[config.mk]
export PLATFORM = sky130hd
export DESIGN_NAME = rx_mac_interface
export DESIGN_NICKNAME = d
export VERILOG_FILES = /design/src/rtl/rx_mac_interface.sv
export SDC_FILE = /design/constraint.sdc
export NUM_CORES = 1
export LEC_CHECK = 0
export CAP_MARGIN = 40
export CORE_UTILIZATION = 47
export DETAILED_ROUTE_END_ITERATION = 8
export HOLD_SLACK_MARGIN = 0.12
export PLACE_DENSITY = 0.78
export SLEW_MARGIN = 20
export SYNTH_ARGS = -nofsm -noshare
export SYNTH_HDL_FRONTEND = slang
export SYNTH_SLANG_ARGS = --single-unit
[constraint.sdc]
create_clock -name clk -period 5.25 [get_ports clk]
set_input_delay 1.05 -clock clk [delete_from_list [all_inputs] [get_ports clk]]
set_output_delay 1.05 -clock clk [all_outputs]
set_load 0.1 [all_outputs]
[src/rtl/rx_mac_interface.sv]
// Receive MAC to circular qword buffer bridge. Each frame is stored as a header qword
// followed by its data qwords; a frame is published only after its header has been written.
module rx_mac_interface (
    input  logic        clk,
    input  logic        reset,
    input  logic [63:0] rx_data,
    input  logic [7:0]  rx_data_valid,
    input  logic        rx_good_frame,
    input  logic        rx_bad_frame,
    output logic [8:0]  wr_addr,
    output logic [63:0] wr_data,
    output logic        wr_en,
    output logic [9:0]  commited_wr_addr,
    input  logic [9:0]  commited_rd_addr,
    output logic [31:0] dropped_frames,
    output logic [1:0]  state_dbg
);

    localparam logic [1:0] IDLE   = 2'd0;
    localparam logic [1:0] RECV   = 2'd1;
    localparam logic [1:0] COMMIT = 2'd2;
    localparam logic [1:0] DROP   = 2'd3;

    // Handshake: there is no backpressure. A beat is any cycle with rx_data_valid != 0;
    // the frame ends with a one-cycle rx_good_frame / rx_bad_frame pulse after the last beat.

    logic [1:0]  state;
    logic [8:0]  sof_addr;
    logic [9:0]  wr_ptr;
    logic [9:0]  free_ptr;
    logic [31:0] byte_count;
    logic        commit_pending;

    logic        beat;
    logic        end_bad;
    logic        end_good;
    logic [3:0]  beat_bytes;
    logic [9:0]  first_slot;

    function automatic logic [3:0] popcount8(input logic [7:0] m);
        logic [3:0] n;
        n = 4'd0;
        for (int i = 0; i < 8; i++) n = n + {3'd0, m[i]};
        return n;
    endfunction

    function automatic logic slot_ok(input logic [9:0] p, input logic [9:0] rd);
        logic [9:0] occ;
        occ = p - rd;
        return !occ[9];
    endfunction

    always_comb begin
        beat       = |rx_data_valid;
        end_bad    = rx_bad_frame;
        end_good   = rx_good_frame & ~rx_bad_frame;
        beat_bytes = popcount8(rx_data_valid);
        first_slot = free_ptr + 10'd1;
    end

    assign state_dbg = state;

    // free_ptr moves in COMMIT; the visible pointer follows one edge later so a consumer
    // never sees it before the header write has landed in memory.
    always_ff @(posedge clk) begin
        if (reset) begin
            state            <= IDLE;
            sof_addr         <= 9'd0;
            wr_ptr           <= 10'd0;
            free_ptr         <= 10'd0;
            byte_count       <= 32'd0;
            commit_pending   <= 1'b0;
            wr_en            <= 1'b0;
            wr_addr          <= 9'd0;
            wr_data          <= 64'd0;
            commited_wr_addr <= 10'd0;
            dropped_frames   <= 32'd0;
        end else begin
            wr_en          <= 1'b0;
            commit_pending <= 1'b0;
            if (commit_pending) commited_wr_addr <= free_ptr;

            case (state)
                IDLE: begin
                    if (beat) begin
                        if (slot_ok(free_ptr, commited_rd_addr) &&
                            slot_ok(first_slot, commited_rd_addr)) begin
                            sof_addr   <= free_ptr[8:0];
                            wr_en      <= 1'b1;
                            wr_addr    <= first_slot[8:0];
                            wr_data    <= rx_data;
                            byte_count <= {28'd0, beat_bytes};
                            wr_ptr     <= first_slot + 10'd1;
                            state      <= RECV;
                        end else begin
                            state <= DROP;
                        end
                    end
                end
                RECV: begin
                    if (end_bad) begin
                        dropped_frames <= dropped_frames + 32'd1;
                        state          <= IDLE;
                    end else if (end_good) begin
                        state <= COMMIT;
                    end else if (beat) begin
                        if (slot_ok(wr_ptr, commited_rd_addr)) begin
                            wr_en      <= 1'b1;
                            wr_addr    <= wr_ptr[8:0];
                            wr_data    <= rx_data;
                            byte_count <= byte_count + {28'd0, beat_bytes};
                            wr_ptr     <= wr_ptr + 10'd1;
                        end else begin
                            state <= DROP;
                        end
                    end
                end
                COMMIT: begin
                    wr_en          <= 1'b1;
                    wr_addr        <= sof_addr;
                    wr_data        <= {byte_count, 32'h0};
                    free_ptr       <= wr_ptr;
                    commit_pending <= 1'b1;
                    // A beat here violated the inter-frame gap; that frame is discarded.
                    state          <= beat ? DROP : IDLE;
                end
                default: begin
                    if (rx_good_frame || rx_bad_frame) begin
                        dropped_frames <= dropped_frames + 32'd1;
                        state          <= IDLE;
                    end
                end
            endcase
        end
    end

endmodule

==> results.py <==
metrics = {
    "sta": {
        "slew_violations": 0,
        "hold_viol": 0,
        "finalSetupViolCount": 0,
        "max_freq_mhz": 199,
        "rsz0062_at_grt": "false",
        "period_share_pct": 95.9,
        "setup_ws_ns": 0.218,
        "relSlewSlack_pct": 39.6,
        "finClkSkew_ns": 0.0120,
        "worst_slew_pin_slew_ns": 0.907,
        "fin_crit_ns": 5.03,
    },
    "setup_path": {
        "cp_num_buf_inv": 4,
        "cp-end-kind": "register",
        "crit_family": "adder cells",
        "worstSetupPathType": "input pin to register",
        "arrival_ns": 5.35,
        "cp_max_fo": 5,
        "cp_cell_sequence": "dlymetal6s2s_1 -> inv_1 -> fa_1 -> fa_1 -> fa_1 -> inv_1 -> ha_2 -> inv_2 -> fa_2 -> fa_2 -> nor2b_1 -> o21a_1 -> o21ai_4 -> nor3b_2 -> and3_1 -> nand4_1 -> a21o_1 -> a32o_1",
        "cp_common_cell": "fa_1",
        "crit_path_start_kind": "input pin",
        "worstPathRequired_ns": 5.56,
        "crit_slowest_cell": "fa_1",
        "slowest_delay_ns": 0.56,
    },
    "cts": {
        "clock_sinks": 180,
        "clkSlewWorstSetupHoldPaths_ns": 0.06,
        "cts_tree": "done",
        "htree_levels": 4,
        "clockBufferDepth": 2,
        "cts_buffers": 17,
        "root_buffer": "clkbuf_16",
        "clock_latency_ns": 0.43,
    },
    "route": {
        "vias_per_cell": 5.65,
        "ant_nets": 0,
        "vias": 9623,
        "drt-pass1-iter-count": 5,
        "drt-total-wl_um": 30900,
        "drt_iter0_markers": 761,
        "wl_per_cell_um": 18.2,
        "drc": 0,
    },
    "logic_synthesis": {
        "syn_nets": 1256,
        "syn_inst": 1126,
        "netlist_area_um2": 9470,
        "ys_seq_area_share_pct": 38.0,
        "syn_area_per_cell_um2": 8.41,
        "ys_ff_latch": 180,
        "ys_types": 70,
        "synth_flop_cell": "dfxtp_1",
        "synth_edf_count": 0,
        "ys_async_sr_fraction_pct": 0,
        "synth_warnings": 0,
    },
    "die": {
        "rows": 51,
        "die-area_um2": 20700,
        "die_w_um": 144,
        "ios": 204,
        "start_util_pct": 48.4,
        "fp.dieH_um": 144,
        "core_um2": 19600,
    },
    "flow_run": {
        "maxCapViolations": 0,
    },
    "global_routing": {
        "antenna_found_initial": 0,
        "grt_use_total_pct": 29.5,
        "first_global_vias": 9453,
        "grt_max_degree": 85,
        "grt_first_pass_wirelength_um": 47600,
        "overflow": 0,
    },
    "place": {
        "dp_hpwl_um": 22300,
        "portBuffers": 203,
        "gp_congestion": 0.883,
        "post-place-ws_ns": -0.628,
        "dp.cells": 1666,
    },
    "final_layout": {
        "drive_above_1_share_pct": 15.9,
        "fin_nets": 1556,
        "antennaDiodeCount": 0,
        "syn_to_final_growth_pct": 53.3,
        "n_fill_cell": 1304,
        "mostFrequentLayoutCell": "clkdlybuf4s50_1",
        "final_cell_mix": "clkdlybuf4s50_1 (199), dfxtp_1 (180), nor2_1 (111), nand2_1 (108), buf_8 (99)",
        "instances_no_fill": 1703,
    },
    "power": {
        "peakVddDrop_mv": 0.410,
        "totalPowerFinal_mw": 8.98,
        "power_density_nw_per_um2": 618,
        "cellLeakagePower_nw": 5.48,
    },
    "run_status": {
        "outcome": "finished, final reports clean",
    },
    "hold_path": {
        "worstHoldPathType": "register to register",
    },
}
==> synth_stat cells, drive strengths merged, types with 6 or more instances <==
library cell | instances | area [µm²]
xnor2 | 21 | 184
ha | 39 | 488
dfxtp | 180 | 3600
o32ai | 6 | 52.6
nand2 | 110 | 415
a22oi | 6 | 45.0
nor2 | 115 | 434
o21ai | 44 | 228
and3 | 9 | 56.3
and4 | 6 | 52.6
buf | 27 | 151
o211ai | 19 | 148
a21oi | 97 | 489
nor2b | 6 | 37.5
nor3 | 19 | 95.1
nand3b | 33 | 248
a211oi | 44 | 335
or3 | 22 | 138
nand3 | 33 | 165
inv | 44 | 165
xor2 | 20 | 175
nand4 | 26 | 163
a31oi | 9 | 56.3
mux2i | 69 | 691
clkbuf | 50 | 189
==> kinds of logic after synthesis <==
group / after synthesis / share of synthesized area, %
AND/OR/NAND/NOR: 402 / 20.9
AO/OA/AOI/OAI: 266 / 18.2
flip-flops: 180 / 38.0
buffers and inverters: 122 / 5.38
multiplexers: 71 / 7.53
adder cells (fa/ha/maj): 44 / 6.21
XOR/XNOR: 41 / 3.79
==> where the power goes <==
part | switching, mW | internal (mW)
registers | 0.222 | 1.68
logic | 3.71 | 2.12
clock network | 0.577 | 0.672
total | 4.51 | 4.47
==> final cells by class <==
type	instances	area [µm²]	share of cell area (%)
Inverter	45	169	1.16
Multi-Input combinational cell	824	5470	37.7
Clock buffer	18	439	3.02
Sequential cell	180	3600	24.8
Timing Repair Buffer	358	4380	30.2
Tap cell	265	332	2.28
Clock inverter	13	125	0.861
==> worst register-to-register path: cells and delay by family (launching register included) <==
| kind | cells | cell delay (ns) |
|---|---|---|
| adders and majority gates | 2 | 0.54 |
| DFF | 1 | 0.67 |
| xor gates and xnor gates | 1 | 0.42 |
| and+or+nand+nor | 6 | 1.56 |
| AOI/OAI and AO/OA | 4 | 1.45 |
==> final timing paths <==
path                     to  slack [ns]  cells after the start        startpoint
max          byte_count[30]        0.22                     18  rx_data_valid[3]
min reg2reg     wr_data[15]        0.45                      2       wr_data[15]
min             wr_data[15]        0.45                      2       wr_data[15]
max reg2reg  byte_count[23]        0.49                     13       free_ptr[0]
==> what timing repair did <==
action,CTS,global route
hold buffers,0,0
resized for setup,7,22
pin swaps,0,19
endpoints found under the setup margin,15,21
setup buffers,0,5
==> per-layer routing <==
metal  routed length (µm)  up-vias  GRT usage, %
met3                 2480       50          6.82
met4                  548        0          9.24
met5                    0        -             0
li1                     -     4636             -
met2                15700      400          53.6
met1                12200     4537          34.0
==> registers in the layout, indices dropped and copies added (netlist names) <==
name	flops
commited_wr_addr	10
state_dbg	2
wr_en	1
wr_data	64
wr_addr	9
byte_count	32
dropped_frames	32
free_ptr	10
commit_pending	1
wr_ptr	10
sof_addr	9
==> through the flow <==
step	instance area, µm²	hold WS, ns	setup TNS [ns]	utilization [%]
global placement	11800	0.437	-8.43	60.1
finish	14500	0.454	0	74.1
floorplan	9470	0.462	0	-
CTS	14400	0.456	0	73.4
detailed placement	13800	0.446	-12.27	70.5
global route	14500	0.467	0	74.1
No activity file was read; power rests on OpenSTA's default activity.
